$ cat src/rtl/spec_rr_sequencer.sv
// Round-robin stimulus sequencer: shares one Galois LFSR among NUM_SPECS spec channels,
// one burst plus quiet gap per enabled channel, counting cycles with active channel outputs.
module spec_rr_sequencer #(
    parameter int unsigned NUM_SPECS = 10,
    parameter int unsigned BURST_LEN = 8,
    parameter int unsigned GAP_LEN   = 2,
    parameter logic [15:0] LFSR_SEED = 16'hACE1
) (
    input  logic                 clock,
    input  logic                 reset,
    input  logic                 start,
    input  logic [NUM_SPECS-1:0] enable_mask,
    input  logic [NUM_SPECS-1:0] c_0,
    input  logic [NUM_SPECS-1:0] c_1,
    output logic [NUM_SPECS-1:0] a_0,
    output logic [NUM_SPECS-1:0] a_1,
    output logic [3:0]           sel,
    output logic                 busy,
    output logic                 done,
    output logic [15:0]          hit_count
);

    typedef enum logic [2:0] {StIdle, StPick, StDrive, StGap, StDone} state_e;

    localparam logic [15:0] BurstLast = 16'(BURST_LEN - 1);
    localparam logic [15:0] GapLast   = (GAP_LEN > 0) ? 16'(GAP_LEN - 1) : 16'd0;

    function automatic logic [15:0] lfsr_step(input logic [15:0] v);
        return (v >> 1) ^ (v[0] ? 16'hB400 : 16'h0000);
    endfunction

    state_e               state_q, state_d;
    logic [NUM_SPECS-1:0] mask_q, mask_d;
    logic [NUM_SPECS-1:0] a0_q, a0_d, a1_q, a1_d;
    logic [4:0]           ptr_q, ptr_d;
    logic [3:0]           sel_q, sel_d;
    logic [15:0]          lfsr_q, lfsr_d;
    logic [15:0]          cnt_q, cnt_d;
    logic [15:0]          hit_q, hit_d;

    logic        found;
    logic [3:0]  pick_idx;
    logic        drive_en;
    logic [3:0]  drive_sel;
    logic [1:0]  drive_bits;
    logic [15:0] c_any;
    logic [15:0] a0_full, a1_full;

    // Lowest enabled index at or above ptr; descending scan so the lowest match wins.
    always_comb begin
        found    = 1'b0;
        pick_idx = 4'd0;
        for (int i = int'(NUM_SPECS) - 1; i >= 0; i--) begin
            if (mask_q[i] && (5'(i) >= ptr_q)) begin
                found    = 1'b1;
                pick_idx = 4'(i);
            end
        end
    end

    always_comb begin
        state_d    = state_q;
        mask_d     = mask_q;
        ptr_d      = ptr_q;
        sel_d      = sel_q;
        lfsr_d     = lfsr_q;
        cnt_d      = cnt_q;
        hit_d      = hit_q;
        drive_en   = 1'b0;
        drive_sel  = sel_q;
        drive_bits = 2'b00;
        c_any      = 16'(c_0 | c_1);

        if (((state_q == StDrive) || (state_q == StGap)) && c_any[sel_q] && (hit_q != 16'hFFFF)) begin
            hit_d = hit_q + 16'd1;
        end

        unique case (state_q)
            StIdle: begin
                if (start) begin
                    mask_d  = enable_mask;
                    hit_d   = 16'd0;
                    lfsr_d  = LFSR_SEED;
                    ptr_d   = 5'd0;
                    state_d = StPick;
                end
            end
            StPick: begin
                if (found) begin
                    sel_d      = pick_idx;
                    cnt_d      = 16'd0;
                    state_d    = StDrive;
                    drive_en   = 1'b1;
                    drive_sel  = pick_idx;
                    drive_bits = lfsr_q[1:0];
                end else begin
                    state_d = StDone;
                end
            end
            StDrive: begin
                lfsr_d = lfsr_step(lfsr_q);
                if (cnt_q == BurstLast) begin
                    cnt_d = 16'd0;
                    if (GAP_LEN == 0) begin
                        ptr_d   = 5'(sel_q) + 5'd1;
                        state_d = StPick;
                    end else begin
                        state_d = StGap;
                    end
                end else begin
                    cnt_d      = cnt_q + 16'd1;
                    drive_en   = 1'b1;
                    drive_bits = lfsr_d[1:0];
                end
            end
            StGap: begin
                if (cnt_q == GapLast) begin
                    ptr_d   = 5'(sel_q) + 5'd1;
                    state_d = StPick;
                end else begin
                    cnt_d = cnt_q + 16'd1;
                end
            end
            StDone: begin
                state_d = StIdle;
            end
            default: begin
                state_d = StIdle;
            end
        endcase

        // a is registered: the value loaded here is what the channel sees next cycle.
        a0_full = 16'd0;
        a1_full = 16'd0;
        if (drive_en) begin
            a0_full[drive_sel] = drive_bits[0];
            a1_full[drive_sel] = drive_bits[1];
        end
        a0_d = a0_full[NUM_SPECS-1:0];
        a1_d = a1_full[NUM_SPECS-1:0];
    end

    always_ff @(posedge clock) begin
        if (reset) begin
            state_q <= StIdle;
            mask_q  <= '0;
            a0_q    <= '0;
            a1_q    <= '0;
            ptr_q   <= 5'd0;
            sel_q   <= 4'd0;
            lfsr_q  <= LFSR_SEED;
            cnt_q   <= 16'd0;
            hit_q   <= 16'd0;
        end else begin
            state_q <= state_d;
            mask_q  <= mask_d;
            a0_q    <= a0_d;
            a1_q    <= a1_d;
            ptr_q   <= ptr_d;
            sel_q   <= sel_d;
            lfsr_q  <= lfsr_d;
            cnt_q   <= cnt_d;
            hit_q   <= hit_d;
        end
    end

    assign a_0       = a0_q;
    assign a_1       = a1_q;
    assign sel       = sel_q;
    assign busy      = (state_q != StIdle);
    assign done      = (state_q == StDone);
    assign hit_count = hit_q;

endmodule

$ cat config.mk
export PLATFORM = sky130hd
export DESIGN_NAME = spec_rr_sequencer
export DESIGN_NICKNAME = d
export VERILOG_FILES = /design/src/rtl/spec_rr_sequencer.sv
export SDC_FILE = /design/constraint.sdc
export NUM_CORES = 1
export LEC_CHECK = 0
export ABC_AREA = 1
export CORE_UTILIZATION = 53
export DETAILED_ROUTE_END_ITERATION = 10
export HOLD_SLACK_MARGIN = 0.1
export PLACE_DENSITY = 0.8
export SKIP_LAST_GASP = 1
export SYNTH_ARGS = -nofsm -noshare
export SYNTH_HDL_FRONTEND = slang
export SYNTH_SLANG_ARGS = --single-unit
$ cat constraint.sdc
create_clock -name clock -period 1.8 [get_ports clock]
set_input_delay 0.27 -clock clock [delete_from_list [all_inputs] [get_ports clock]]
set_output_delay 0.27 -clock clock [all_outputs]
set_load 0.005 [all_outputs]
==> results.py, run 1 <==
metrics = {
    "final_layout": {
        "multiInputGateArea_sq_um": 2580,
        "fillers": 542,
        "stdcell_count": 833,
        "area.sequential_sq_um": 1820,
        "area_delta_synth_final_pct": 39.4,
        "final_common_cell": "nand2_1",
        "antenna_cells": 0,
        "layout_common_cells": "nand2_1 (101), nor2_1 (88), dfxtp_1 (83)",
        "finish.utilization": 0.778,
        "fin_nets": 763,
        "layout-drive-gt1-share": 0.222,
    },
    "synthesis": {
        "synth_cells": 612,
        "synth-xor-area-share": 0.0458,
        "synth_adder_area_share": 0.0114,
        "synth_cell_types": 38,
        "synth-simple-area-share": 0.324,
        "yosys_warnings": 0,
        "avgSynthCellArea_sq_um": 7.19,
        "synth_compound_area_frac": 0.135,
        "ys_seq_elements": 90,
        "mappedNetlistArea_sq_um": 4400,
        "yosysSeqAreaShare": 0.409,
        "synth_top_family_by_area": "simple AND/OR/NAND/NOR gates",
        "synth.mux.area_fraction": 0,
        "syn-num-nets": 649,
    },
    "setup_path": {
        "arrival_ps": 2200,
        "setup.worst_path.end_class": "flop",
        "cp.required_ps": 2100,
        "critical_path_class": "flop to flop",
        "reg2reg_depth": 10,
        "crit_fanout": 10,
        "critPathLaunchType": "flop",
    },
    "placed_design": {
        "numPortBuffers": 74,
        "gp_congestion": 0.884,
        "dp_hpwl_um": 8160,
        "dp_cells": 802,
    },
    "sta": {
        "slew_headroom": 0.744,
        "fin_crit_ps": 1900,
        "final-setup-viol-count": 18,
        "fin_skew_ps": 13.3,
        "setup_ws_ps": -95.2,
        "tightest_slew_ps": 380,
        "drv_slew": 0,
        "hold_viol": 0,
        "rsz0062_at_grt": "yes",
        "max_freq_mhz": 528,
        "worst_hold_slack_ps": 466,
        "fin_crit_sh": 1.05,
    },
    "route": {
        "drc": 0,
        "dr_total_vias": 4577,
        "via_per_inst": 5.49,
        "ant_nets": 0,
        "drt_iter0_markers": 236,
        "finalWirelength_um": 12400,
        "wire_per_inst_um": 14.9,
        "drtPass1Iterations": 5,
    },
    "floorplanning": {
        "ioPinCount": 75,
        "die_w_um": 93.1,
        "die_h_um": 93.1,
        "row_count": 32,
        "design.die.area_sq_um": 8670,
        "initial_core_util": 0.558,
        "core_area_sq_um": 7890,
    },
    "clocking": {
        "cts_tree": "done",
        "clock-sinks": 90,
        "clockBufferDepth": 2,
        "clock_latency_ps": 370,
        "cts_root_buf": "clkbuf_8",
        "cts_max_level": 3,
        "numCtsBuffers": 9,
        "path_clk_slew_ps": 90,
    },
    "power_and_ir_drop": {
        "static-leakage-power_nw": 2.44,
        "powerDensity_nw_per_um2": 1320,
        "ir_worst_vdd_v": 0.00101,
    },
    "global_routing": {
        "grt-ovfl-total": 0,
        "gr-usage-all-layers": 0.265,
        "grt_max_degree": 22,
        "grt_pass1_vias": 4143,
        "antenna_found_initial": 0,
        "grt_pass1_wl_um": 18300,
    },
    "outcome": {
        "violations": "setup timing",
        "outcome": "complete, but fails checks",
    },
    "min_path": {
        "hold_path_class": "flop to flop",
        "whs_path_depth": 2,
    },
    "job": {
        "maxCapViolCount": 0,
    },
}
worst max-delay path, cell delays in order, from the launching register on:
cell and delay [ps]:
dfxtp_4 380, nor2_4 170, nand3_2 110, nand2_2 110, nor2_4 60, nand3_2 100, nand2_4 120, buf_4 180
a21oi_4 270, nand2_4 180, nor2_1 150
sequential cells by signal (all words and copies together), names as in the netlist:
register and count:
a_0 10, a_1 10, cnt_q 16, hit_count 16
lfsr_q 16, mask_q 10, ptr_q 5, sel 4
state_q 3
power breakdown:
group,switching (mW),internal [mW]
Combinational,2.31,1.63
Sequential,0.278,2.28
Clock,0.769,0.835
cell type report:
| type | count | area share |
|---|---|---|
| Sequential cell | 90 | 0.297 |
| Clock buffer | 10 | 0.0224 |
| Tap cell | 102 | 0.0208 |
| Clock inverter | 6 | 0.0155 |
| Inverter | 60 | 0.0379 |
| Timing Repair Buffer | 120 | 0.186 |
| Multi-Input combinational cell | 445 | 0.420 |
metrics by stage:
step / setup slack [ps] / cell area [sq um] / power [mW] / TNS (ps)
finish: -95.2 / 6130 / 8.10 / -1260
floorplan: 169 / 4400 / 4.55 / 0
CTS: -12.9 / 5680 / 7.20 / -12.9
global placement: -56.7 / 5430 / 5.48 / -571
detailed placement: -129 / 5430 / 5.57 / -1660
global route: -288 / 6130 / 8.56 / -4950
cells by family after synthesis:
logic type / after synthesis
AO/OA/AOI/OAI: 104
XOR/XNOR: 23
adder cells (fa/ha/maj): 4
buffers and inverters: 78
flip-flops: 90
AND/OR/NAND/NOR: 313
synthesized netlist by cell type, drive strengths merged:
cell type | count | area [sq um]
o21bai | 6 | 45.0
o22ai | 8 | 50.1
o21a | 1 | 7.51
or2 | 1 | 6.26
nor3 | 17 | 96.4
and3 | 1 | 6.26
o2111ai | 1 | 8.76
o21ai | 42 | 221
xnor2 | 1 | 8.76
nor4 | 8 | 62.6
inv | 60 | 228
nand2 | 130 | 533
o211ai | 5 | 37.5
a211oi | 1 | 7.51
clkbuf | 12 | 45.0
xor2 | 22 | 193
a21boi | 1 | 7.51
a21oi | 39 | 210
nor2 | 104 | 425
dfxtp | 90 | 1800
nand3b | 1 | 7.51
ha | 4 | 50.1
nand3 | 38 | 205
nand4 | 13 | 81.3
buf | 6 | 55.1
final timing paths:
path / from / end / slack [ps]
hold / removal: lfsr_q[3] / lfsr_q[2] / 470
setup reg to reg: ptr_q[4] / a_1[4] / -100
setup / recovery: ptr_q[4] / a_1[4] / -100
hold reg to reg: lfsr_q[3] / lfsr_q[2] / 470
repair_timing:
action	in CTS	in global routing
setup buffers	0	14
cloned	0	1
setup endpoints to repair	23	68
pin swaps	1	27
hold endpoints to repair	0	0
hold buffers	0	0
resized for setup	6	86
routing by layer:
| metal | share of wire | GRT usage | wire, um |
|---|---|---|---|
| met1 | 0.41 | 0.312 | 5050 |
| met3 | 0.064 | 0.0569 | 791 |
| met5 | 0 | 0 | 0 |
| met2 | 0.50 | 0.469 | 6230 |
| met4 | 0.027 | 0.0962 | 340 |
(Power assumes the default switching activity.)
==> run 2, diff against run 1 <==
--- a/config.mk
+++ b/config.mk
@@ -7,6 +7,7 @@
 export LEC_CHECK = 0
 export ABC_AREA = 1
 export CORE_UTILIZATION = 53
+export CTS_CLUSTER_DIAMETER = 100
 export DETAILED_ROUTE_END_ITERATION = 10
 export HOLD_SLACK_MARGIN = 0.1
 export PLACE_DENSITY = 0.8
==> results of run 2 <==
Final layout, timing and power as in run 1 (identical DEF).
==> run 3, diff against run 2 <==
--- a/config.mk
+++ b/config.mk
@@ -6,11 +6,12 @@
 export NUM_CORES = 1
 export LEC_CHECK = 0
 export ABC_AREA = 1
-export CORE_UTILIZATION = 53
+export ABC_CLOCK_PERIOD_IN_PS = 1800
+export CORE_UTILIZATION = 29
 export CTS_CLUSTER_DIAMETER = 100
 export DETAILED_ROUTE_END_ITERATION = 10
 export HOLD_SLACK_MARGIN = 0.1
-export PLACE_DENSITY = 0.8
+export SETUP_SLACK_MARGIN = 0.15
 export SKIP_LAST_GASP = 1
 export SYNTH_ARGS = -nofsm -noshare
 export SYNTH_HDL_FRONTEND = slang
==> run 3 against run 2 <==
Effect of this change: the run ends with DRC left; setup slack gained 140 ps; via count shrank 2.0%; sequential share of layout area shrank 2.3 points; critical path depth grew 1; worst hold slack lost 2.5 ps; global-route usage shrank 11 points; first-iteration DRC count grew 48%; register-to-register slack gained 140 ps; wire length shrank 2.3%; utilization shrank 32 points; clock power grew 11%; critical endpoint is now a_0[8]; largest power group unchanged.
==> results.py, run 3 (synthesis gave the netlist of run 1 again) <==
metrics = {
    "clocking": {
        "cts_tree": "done",
        "path_clk_slew_ps": 70,
        "cts_hold_buf": 0,
        "clockBufferDepth": 2,
        "cts_root_buf": "clkbuf_16",
        "cts_max_level": 3,
        "numCtsBuffers": 9,
        "clock-sinks": 90,
        "clock_latency_ps": 350,
    },
    "setup_path": {
        "path_cells": "nor2_4 > nand3_2 > nand2_2 > nor2_4 > nand3_2 > nand2_4 > buf_4 > o21ai_4 > inv_4 > nand4_1 > nor2_1",
        "cp.required_ps": 2030,
        "slowest_delay_ps": 370,
        "slowest_stage": "dfxtp_4",
        "setup.worst_path.end_class": "flop",
        "crit_fanout": 7,
        "critical_path_class": "flop to flop",
        "arrival_ps": 1990,
        "crit_family": "simple AND/OR/NAND/NOR gates",
        "critPathLaunchType": "flop",
        "critical_path_buf_inv_count": 2,
        "reg2reg_slack_ps": 50,
    },
    "power_and_ir_drop": {
        "total_power_mw": 8.74,
        "static-leakage-power_nw": 2.66,
        "powerDensity_nw_per_um2": 1310,
        "ir_worst_vdd_v": 0.000593,
    },
    "final_layout": {
        "final_common_cell": "nand2_1",
        "antenna_cells": 0,
        "fillers": 1432,
        "area_delta_synth_final_pct": 51.6,
        "layout-drive-gt1-share": 0.282,
        "layout_common_cells": "nand2_1 (102), nor2_1 (85), dfxtp_1 (80)",
        "fin_nets": 802,
        "design_area_sq_um": 6670,
    },
    "floorplanning": {
        "die_w_um": 125,
        "row_count": 44,
        "initial_core_util": 0.300,
        "ioPinCount": 75,
        "die_h_um": 125,
        "core_area_sq_um": 14600,
        "design.die.area_sq_um": 15700,
    },
    "route": {
        "ant_nets": 0,
        "drt_iter0_markers": 350,
        "via_per_inst": 4.70,
        "finalWirelength_um": 12100,
        "drtPass1Iterations": 8,
        "dr_total_vias": 4487,
        "drc": 22,
        "wire_per_inst_um": 12.7,
    },
    "global_routing": {
        "grt-ovfl-total": 0,
        "grt_pass1_wl_um": 19700,
        "gr-usage-all-layers": 0.155,
        "antenna_found_initial": 0,
        "grt_pass1_vias": 4206,
        "grt_max_degree": 23,
    },
    "sta": {
        "tightest_slew_ps": 440,
        "final-setup-viol-count": 0,
        "fin_crit_ps": 1750,
        "tns_ps": 0,
        "slew_headroom": 0.704,
        "hold_viol": 0,
        "drv_slew": 0,
        "fin_crit_sh": 0.973,
        "setup_ws_ps": 48.6,
        "rsz0062_at_grt": "yes",
        "max_freq_mhz": 571,
        "fin_skew_ps": 8.79,
    },
    "placed_design": {
        "pre_cts_ws_ps": -182,
        "postPlaceCellArea_sq_um": 5740,
        "dp_hpwl_um": 8460,
        "gp_congestion": 0.867,
        "numPortBuffers": 74,
    },
    "min_path": {
        "hold_path_class": "flop to flop",
    },
    "outcome": {
        "violations": "DRC",
        "outcome": "complete, but fails checks",
    },
    "job": {
        "maxCapViolCount": 0,
    },
}
[run 3: cell count changes in the layout (fill, tap and decap cells not counted), moves of 4 or more]
cell	change
a21oi_1	+4
a21oi_2	-4
buf_4	+27
buf_6	+12
clkbuf_16	+11
clkbuf_8	-10
clkinv_4	+5
inv_1	-5
nand3_1	+4
nor2_2	+4
o21ai_0	-6
o21ai_1	-4
o21ai_2	+8
[run 3: worst reg2reg max path, cell delays in order, from the launching register on]
cell and delay [ps]:
dfxtp_4 370, nor2_4 170, nand3_2 110, nand2_2 110, nor2_4 60, nand3_2 90
nand2_4 90, buf_4 160, o21ai_4 200, inv_4 80, nand4_1 140, nor2_1 60
[run 3: layout make-up]
class,count,area [sq um],share of cell area
clock inverter,6,51.3,0.00769
timing repair buffer,159,1490,0.223
multi-input combinational,445,2600,0.390
clock buffer,10,229,0.0343
inverter,60,245,0.0368
sequential,90,1830,0.274
tap,184,230,0.0345
[run 3: what timing repair did]
action,in CTS,in global routing
resized for setup,73,59
cloned,1,3
setup buffers,14,9
endpoints found under the setup margin,63,78
pin swaps,21,21
[run 3: worst paths after layout]
kind | start | to | cells after the start
setup reg to reg | ptr_q[4] | a_0[8] | 11
setup / recovery | ptr_q[4] | a_0[8] | 11
hold reg to reg | lfsr_q[4] | lfsr_q[3] | 2
hold / removal | lfsr_q[4] | lfsr_q[3] | 2
[run 3: layer usage]
| metal | vias up | global-route usage | share of wire |
|---|---|---|---|
| met5 | - | 0 | 0 |
| met4 | 0 | 0.0516 | 0.020 |
| met3 | 21 | 0.0304 | 0.041 |
| met2 | 93 | 0.261 | 0.47 |
| met1 | 2057 | 0.197 | 0.47 |
| li1 | 2316 | - | - |
[run 3: report_power, final]
part | switching (mW) | internal, mW | total (mW)
combinational | 2.36 | 2.05 | 4.42
clock | 0.823 | 0.951 | 1.77
sequential | 0.256 | 2.29 | 2.54
total | 3.44 | 5.29 | 8.74
[run 3: stage by stage]
step | std cells | hold slack [ps] | utilization
6_report | 954 | 464 | 0.456
5_1_grt | 954 | 485 | 0.456
4_1_cts | 942 | 466 | 0.434
3_5_place_dp | 911 | 454 | 0.392
3_3_place_gp | 911 | 451 | 0.392
2_1_floorplan | 612 | 405 | -
